<file path="src/rtl/cpu_pkg.sv">
// Shared fetch-path definitions: address width, PC defaults, PC-generator state encoding.
// Latency: n/a (types and constants only).
// Backpressure: n/a.
package cpu_pkg;

  localparam int ADDR_W = 32;

  localparam logic [ADDR_W-1:0] RESET_PC_DEF = 32'h0000_0000;
  localparam logic [ADDR_W-1:0] TRAP_PC_DEF  = 32'h0000_0100;
  localparam logic [ADDR_W-1:0] PC_STEP_DEF  = 32'd4;

  typedef enum logic [1:0] {
    S_BOOT  = 2'd0,
    S_RUN   = 2'd1,
    S_FLUSH = 2'd2
  } pc_state_t;

endpackage

</file>
<file path="src/rtl/m_npc_sel.sv">
// Next-PC select: jump > branch > stall-hold > sequential, plus redirect-target alignment check.
// Latency: purely combinational, registered by m_pc_gen.
// Backpressure: stall holds the PC; redirects override stall.
// Optional: PC_ALIGN_CHECK_EN sends misaligned redirect targets to TRAP_PC.
import cpu_pkg::*;

module m_npc_sel #(
  parameter logic [ADDR_W-1:0] PC_STEP = PC_STEP_DEF,
  parameter logic [ADDR_W-1:0] TRAP_PC = TRAP_PC_DEF
) (
  input  logic [ADDR_W-1:0] pc,
  input  logic              stall,
  input  logic              branch_taken,
  input  logic [ADDR_W-1:0] branch_target,
  input  logic              jump_en,
  input  logic [ADDR_W-1:0] jump_target,
  output logic [ADDR_W-1:0] npc,
  output logic              redirect,
  output logic              bad_target
);

  logic [ADDR_W-1:0] target;

`ifndef PC_ALIGN_CHECK_EN
  // Trap vector only matters when the alignment check is built in.
  logic unused_trap_pc;
  assign unused_trap_pc = ^TRAP_PC;
`endif

  // Pick the redirect target (jump wins), then apply the priority chain.
  always_comb begin
    redirect   = jump_en | branch_taken;
    target     = jump_en ? jump_target : branch_target;
    bad_target = 1'b0;
`ifdef PC_ALIGN_CHECK_EN
    if (redirect && (target[1:0] != 2'b00)) begin
      bad_target = 1'b1;
      target     = TRAP_PC;
    end
`endif
    if (redirect)
      npc = target;
    else if (stall)
      npc = pc;
    else
      npc = pc + PC_STEP;
  end

endmodule

</file>
<file path="src/rtl/m_pc_gen.sv">
// PC generator: holds fetch PC for the sync ROM, tracks the PC/valid of the word on the ROM output.
// Latency: pc = target one edge after a redirect; first valid target word one edge later.
// Backpressure: stall re-presents the same address (word repeats, stays valid); redirects win.
// Optional: PC_ALIGN_CHECK_EN traps misaligned redirect targets to TRAP_PC and pulses misalign.
import cpu_pkg::*;

module m_pc_gen #(
  parameter logic [ADDR_W-1:0] RESET_PC = RESET_PC_DEF,
  parameter logic [ADDR_W-1:0] PC_STEP  = PC_STEP_DEF,
  parameter logic [ADDR_W-1:0] TRAP_PC  = TRAP_PC_DEF
) (
  input  logic              clk,
  input  logic              rst,
  input  logic              stall,
  input  logic              branch_taken,
  input  logic [ADDR_W-1:0] branch_target,
  input  logic              jump_en,
  input  logic [ADDR_W-1:0] jump_target,
  output logic [ADDR_W-1:0] pc,
  output logic [ADDR_W-1:0] inst_pc,
  output logic              inst_valid,
  output logic [15:0]       flush_cnt,
  output logic              misalign
);

  pc_state_t         state;
  logic [ADDR_W-1:0] npc;
  logic              redirect;
  logic              bad_target;

  m_npc_sel #(
    .PC_STEP (PC_STEP),
    .TRAP_PC (TRAP_PC)
  ) u_npc_sel (
    .pc            (pc),
    .stall         (stall),
    .branch_taken  (branch_taken),
    .branch_target (branch_target),
    .jump_en       (jump_en),
    .jump_target   (jump_target),
    .npc           (npc),
    .redirect      (redirect),
    .bad_target    (bad_target)
  );

  // PC/ROM-alignment registers plus the boot/run/flush FSM; valid follows the state entered.
  always_ff @(posedge clk) begin
    if (rst) begin
      pc         <= RESET_PC;
      inst_pc    <= RESET_PC;
      inst_valid <= 1'b0;
      flush_cnt  <= 16'h0000;
      misalign   <= 1'b0;
      state      <= S_BOOT;
    end else begin
      pc       <= npc;
      inst_pc  <= pc;
      misalign <= bad_target;
      if (redirect && (flush_cnt != 16'hFFFF))
        flush_cnt <= flush_cnt + 16'd1;
      case (state)
        S_BOOT, S_RUN, S_FLUSH: begin
          if (redirect) begin
            state      <= S_FLUSH;
            inst_valid <= 1'b0;
          end else begin
            state      <= S_RUN;
            inst_valid <= 1'b1;
          end
        end
        default: begin
          state      <= S_BOOT;
          inst_valid <= 1'b0;
        end
      endcase
    end
  end

endmodule
</file>
<file path="config.mk">
export PLATFORM = sky130hd
export DESIGN_NAME = m_pc_gen
export DESIGN_NICKNAME = d
export VERILOG_FILES = /design/src/rtl/cpu_pkg.sv /design/src/rtl/m_npc_sel.sv /design/src/rtl/m_pc_gen.sv
export SDC_FILE = /design/constraint.sdc
export NUM_CORES = 1
export LEC_CHECK = 0
export CORE_AREA = 4 4 118 120
export CTS_BUF_LIST = sky130_fd_sc_hd__clkbuf_4
export DETAILED_ROUTE_END_ITERATION = 12
export DIE_AREA = 0 0 122 124
export GPL_TIMING_DRIVEN = 1
export PLACE_DENSITY = 0.58
export SLEW_MARGIN = 15
export SYNTH_ARGS = -nofsm -noshare
export SYNTH_HDL_FRONTEND = slang
export SYNTH_SLANG_ARGS = --single-unit
</file>
<file path="constraint.sdc">
create_clock -name clk -period 2.45 [get_ports clk]
set_clock_uncertainty 0.2 [all_clocks]
set_input_delay 0.49 -clock clk [delete_from_list [all_inputs] [get_ports clk]]
set_output_delay 0.49 -clock clk [all_outputs]
set_load 0.05 [all_outputs]
</file>
==> After elaboration in Yosys (flattened, before gate mapping) <==
Cells that the tools add are included.
{ "classes": {"add_sub_neg": 2, "n_eq_ne": 4, "muxes": 5, "bitwise_logic": 2, "n_reduce_logical": 4} }
{ "op_table": {"columns": ["operator", "n"], "rows": [
  ["32-bit 2-to-1 mux", 3],
  ["32-bit by 3-bit adder with 32-bit output, second input constant", 1],
  ["16-bit by 1-bit adder with 16-bit output, second input constant", 1],
  ["16-bit inequality test, second input constant", 1],
  ["3-bit OR reduction", 1],
  ["2-bit by 1-bit equality test with 1-bit output, second input constant", 1],
  ["2-bit equality test, second input constant", 1],
  ["2-bit logical NOT", 1],
  ["2-bit 2-to-1 mux", 1],
  ["2-bit by 1-bit inequality test with 1-bit output, second input constant", 1],
  ["2-bit OR reduction", 1],
  ["1-bit logical AND", 1],
  ["1-bit 2-to-1 mux", 1],
  ["1-bit NOT", 1],
  ["1-bit bitwise OR", 1]
]} }
{ "word_totals": {"ff_bits": 83, "inputBits": 69, "out_inout_bits": 82, "wordCells": 22} }

==> Logic depth before layout (Yosys ltp) <==
{ "logic_depth": {"word_depth": 4, "ltp_mapped": 8, "depth_no_buf": 6} }

==> Cells and area by module <==
A second synthesis with hierarchy kept.
{ "unflattened": {"hier_cells": 458, "hier_area_um2": 4003.8} }
{ "by_module_without_submodules": {"columns": ["mod", "n_inst", "cells_per_inst", "area_per_inst_um2", "seq_area_each_um2"], "rows": [
  ["m_pc_gen", 1, 237, 2615.0, 1661.6],
  ["m_npc_sel", 1, 221, 1388.8, 0.0]
]} }

==> Worst setup path before layout <==
Ideal clock, no wire load.
{ "synth_path": {"kind": "register to register", "start": "register pc[2]", "end": "register pc[20]", "setup_time_ns": 0.118, "t_arrival_ns": 2.309, "t_required_ns": 2.132, "path_slack_ns": -0.177, "path_stages_with_launch": 9, "n_path_buf": 2, "period_less_slack_ns": 2.627, "path_cell_list": "dfxtp_1 -> ha_1 -> nand2_1 -> or3_1 -> clkbuf_1 -> clkbuf_1 -> o31a_1 -> nor3_1 -> nor2_1"} }
{ "synth_between": {"elab_chain_cells": 3} }
{ "synth_rtl": {"columns": ["element", "line", "rtl"], "rows": [
  ["from (decl)", "m_pc_gen.sv:19", "output logic [ADDR_W-1:0] pc,"],
  ["from (signal assigned)", "m_pc_gen.sv:56", "pc <= npc;"],
  ["32-bit by 3-bit adder with 32-bit output", "m_npc_sel.sv:46", "npc = pc + PC_STEP;"],
  ["32-bit 2-to-1 mux", "m_npc_sel.sv:43", "else if (stall)"],
  ["32-bit 2-to-1 mux", "m_npc_sel.sv:41", "if (redirect)"]
]} }
No other way between the ends. The select of a mux whose other input is x is not followed.
A chain may end at the register's enable or synchronous reset.

==> Final worst setup path <==
{ "layout_path": {"start": "register pc[17]", "end": "output port pc[17]"} }
No word-level cell between the ends.

==> results_dict.tcl <==
set metrics [dict create \
    outcome "finished clean" \
    place_congestion 0.8041 \
    antenna_found_initial 0 \
    design_area_sq_um 5896 \
    synth_compound_area_share_pct 20.98 \
    cts_buffers 9 \
    synth_edf_count 0 \
    dp_hpwl_mm 9.620 \
    setup_viol 0 \
    rr_startpoint "pc[18]$_SDFFE_PP0N_" \
    synth_area_sq_um 3925 \
    ys_warn_count 0 \
    die_area_sq_um 15130 \
    synthMuxAreaShare_pct 1.275 \
    overflow 0 \
    async_reset_ff_share_pct 0 \
    worst_slew_pin_slew_ps 703.8 \
    io_pins 151 \
    seq_area_frac_synth_pct 41.82 \
    cp_cell_sequence "clkdlybuf4s50_1" \
    cts_tree "built" \
    layout_commonest_cell "clkdlybuf4s50_1" \
    critPathSlowestCell "clkdlybuf4s50_1" \
    ys_seq_elements 82 \
    start_util_pct 30.24 \
    end_kind "output port" \
    synth_cell_types 52 \
    hold_viol_final 0 \
    first_iter_violations 298 \
    htreeDepth 3 \
    drive_above_1_share_pct 10.37 \
    grt_start_max_net_pins 68 \
    worstRegToRegCells 5 \
    synth_top_family_by_area "simple AND/OR/NAND/NOR gates" \
    swShare_pct 32.81 \
    powerDensity_nw_per_um2 515.8 \
    final_cells 822 \
    viasPerCell 4.904 \
    hold_depth 4 \
    route.detailed.drc 0 \
    io_buffers 149 \
    vias 4031 \
    synthAdderAreaFrac_pct 0.6376 \
    grt_pass1_vias 3983 \
    combPwrFrac_pct 26.1 \
    cp_num_buf_inv 1 \
    post_cts_buffers 0 \
    synthCells 489 \
    slew_viol_final 0 \
    hold_end "pc[19]$_SDFFE_PP0N_" \
    internal_power_w 0.002043 \
    ctsRootBufferMaster "clkbuf_4" \
    ir_drop_v 0.0001648 \
    regToRegSetupSlack_ps 220 \
    tns_ps 0 \
    nets 713 \
    syn_nets 560 \
    layout_common_cells "clkdlybuf4s50_1 (116), dfxtp_1 (67), a21oi_1 (50)" \
    clockBufferDepth 2 \
    p_leak_nw 2.442 \
    syn_avg_cell_area_sq_um 8.027 \
    rows 42 \
    drv_cap 0 \
    clk_latency_ps 440 \
    die_y_microns 124 \
    syn2layout_area_growth_pct 50.21 \
    cp_slowest_stage_delay_ps 840 \
    synth-main-ff-cell "dfxtp_1" \
    grt_usage_pct 17.67 \
    hp-class "in -> reg" \
    coreArea_sq_um 12980 \
    path_max_fanout 7 \
    clock.fmax_ghz 0.4199 \
    required_ps 1760 \
    die_w_microns 122 \
    seqPwrFrac_pct 48.6 \
    n_antenna_cell 0 \
    finalWirelength_mm 13.27 \
    clock_sinks 82 \
    min_period_ps 2382 \
    synth_simple_gate_area_share_pct 25.22 \
    crit_arrival_ps 1690 \
    worst_setup_path_start_kind "flop" \
    pwr-share-clk_pct 25.3 \
    p_sw_w 0.0009979 \
    clkTransAtPathRegs_ps 130 \
    min-delay-start "rst" \
    timing.final.crit_share_pct 97.21 \
    crit_family "buffers and inverters" \
    placed_cell_area_sq_um 5742 \
    first_pass_iters 5 \
    fin_util_pct 45.42 \
    final_antenna_net_count 0 \
    place_inst 807 \
    reg2reg_to "pc[31]$_SDFFE_PP0N_" \
    holdWs_ps 262.5 \
    rsz0062_at_grt "no" \
    crit_type "reg -> out" \
    relSlewSlack_pct 53.08 \
    synthXorXnorAreaFrac_pct 5.132 \
    grt_pass1_wl_mm 20.96 \
    wl_per_cell_microns 16.14 \
]
[worst max-delay path by stage]
stage | startpoint | endpoint | slack [ps] | cells past startpoint
final | pc[17]$_SDFFE_PP0N_ | pc[17] | 70 | 1
after global routing | pc[18]$_SDFFE_PP0N_ | pc[18] | 0.3 | 1
after CTS | flush_cnt[12]$_SDFFE_PP0P_ | flush_cnt[12] | 0.3 | 1
after detailed placement | branch_taken | pc[28]$_SDFFE_PP0N_ | -30 | 7
after global placement | branch_taken | pc[28]$_SDFFE_PP0N_ | -3 | 7
after floorplan | pc[4]$_SDFFE_PP0N_ | pc[20]$_SDFFE_PP0N_ | -8 | 7
[worst min-delay path, cell delays in order]
cell,delay [ps]
buf_2,100
inv_1,130
o21ai_0,110
a21oi_1,40
[power groups by stage]
| stage | Sequential [W] | Combinational (W) | Clock [W] |
|---|---|---|---|
| 2_1_floorplan | 0.00175 | 0.000216 | 0 |
| 3_3_place_gp | 0.00151 | 0.000799 | 0 |
| 3_5_place_dp | 0.00151 | 0.000803 | 0 |
| 4_1_cts | 0.00148 | 0.000800 | 0.000796 |
| 5_1_grt | 0.00149 | 0.000846 | 0.000861 |
| 6_report | 0.00148 | 0.000794 | 0.000769 |
[routing by layer]
| metal | part of all wire [%] | GRT usage (%) | wire, microns | up-vias |
|---|---|---|---|---|
| met4 | 2.2 | 7.283 | 295 | 0 |
| met5 | 0 | 0 | 0 | - |
| met3 | 8.2 | 4.859 | 1083 | 23 |
| met1 | 44 | 23.29 | 5802 | 1829 |
| li1 | - | - | - | 2036 |
| met2 | 46 | 27.35 | 6090 | 143 |
[logic make-up (layout without fill, tap and decap cells)]
kind of cell | count (synthesis) | after routing
compound gates | 136 | 136
flops | 82 | 82
other cells | 1 | 1
buf+inv | 49 | 206
simple gates | 191 | 191
fa+ha+maj | 2 | 2
mux | 5 | 5
xor+xnor | 23 | 23
[Yosys cell counts, drive strengths merged (4+ instances only)]
cell type / count / share of area (%)
nor4: 12 / 2.1
inv: 15 / 1.4
xnor2: 15 / 3.3
dfxtp: 82 / 42
o31a: 11 / 2.5
nor3: 13 / 1.8
a211oi: 5 / 0.96
o31ai: 6 / 1.1
xor2: 8 / 1.8
o21ai: 40 / 5.1
buf: 4 / 0.54
nand2: 36 / 3.4
nand2b: 4 / 0.64
mux2i: 5 / 1.3
nor2b: 28 / 4.5
nand4: 10 / 1.8
clkbuf: 30 / 2.9
a21oi: 51 / 6.6
nor3b: 4 / 0.77
nor2: 50 / 4.8
nand3: 13 / 1.7
[what timing repair did]
action                                  CTS  global route
resized for setup                        12            19
hold buffers                              0             0
endpoints found under the setup margin   12            19
[state kept, by name, indices dropped and copies added, names as in the netlist]
name / cells
pc: 32
flush_cnt: 16
state: 2
inst_pc: 32
[cell type report]
| class | count | area [sq um] |
|---|---|---|
| tap | 176 | 220.2 |
| clock buffer | 10 | 75.07 |
| multi-input combinational | 358 | 2096 |
| timing repair buffer | 176 | 1742 |
| fill | 1290 | 7084 |
| sequential | 82 | 1660 |
| clock inverter | 5 | 46.29 |
| inverter | 15 | 56.30 |
[per-stage QoR]
| stage | setup WS (ps) | power (W) |
|---|---|---|
| 6_report | 68.29 | 0.003041 |
| 5_1_grt | 0.3164 | 0.003199 |
| 4_1_cts | 0.2579 | 0.003075 |
| 3_5_place_dp | -31.60 | 0.002311 |
| 3_3_place_gp | -2.732 | 0.002305 |
| 2_1_floorplan | -7.779 | 0.001963 |
Note: power is estimated with default switching activity, not from simulation.
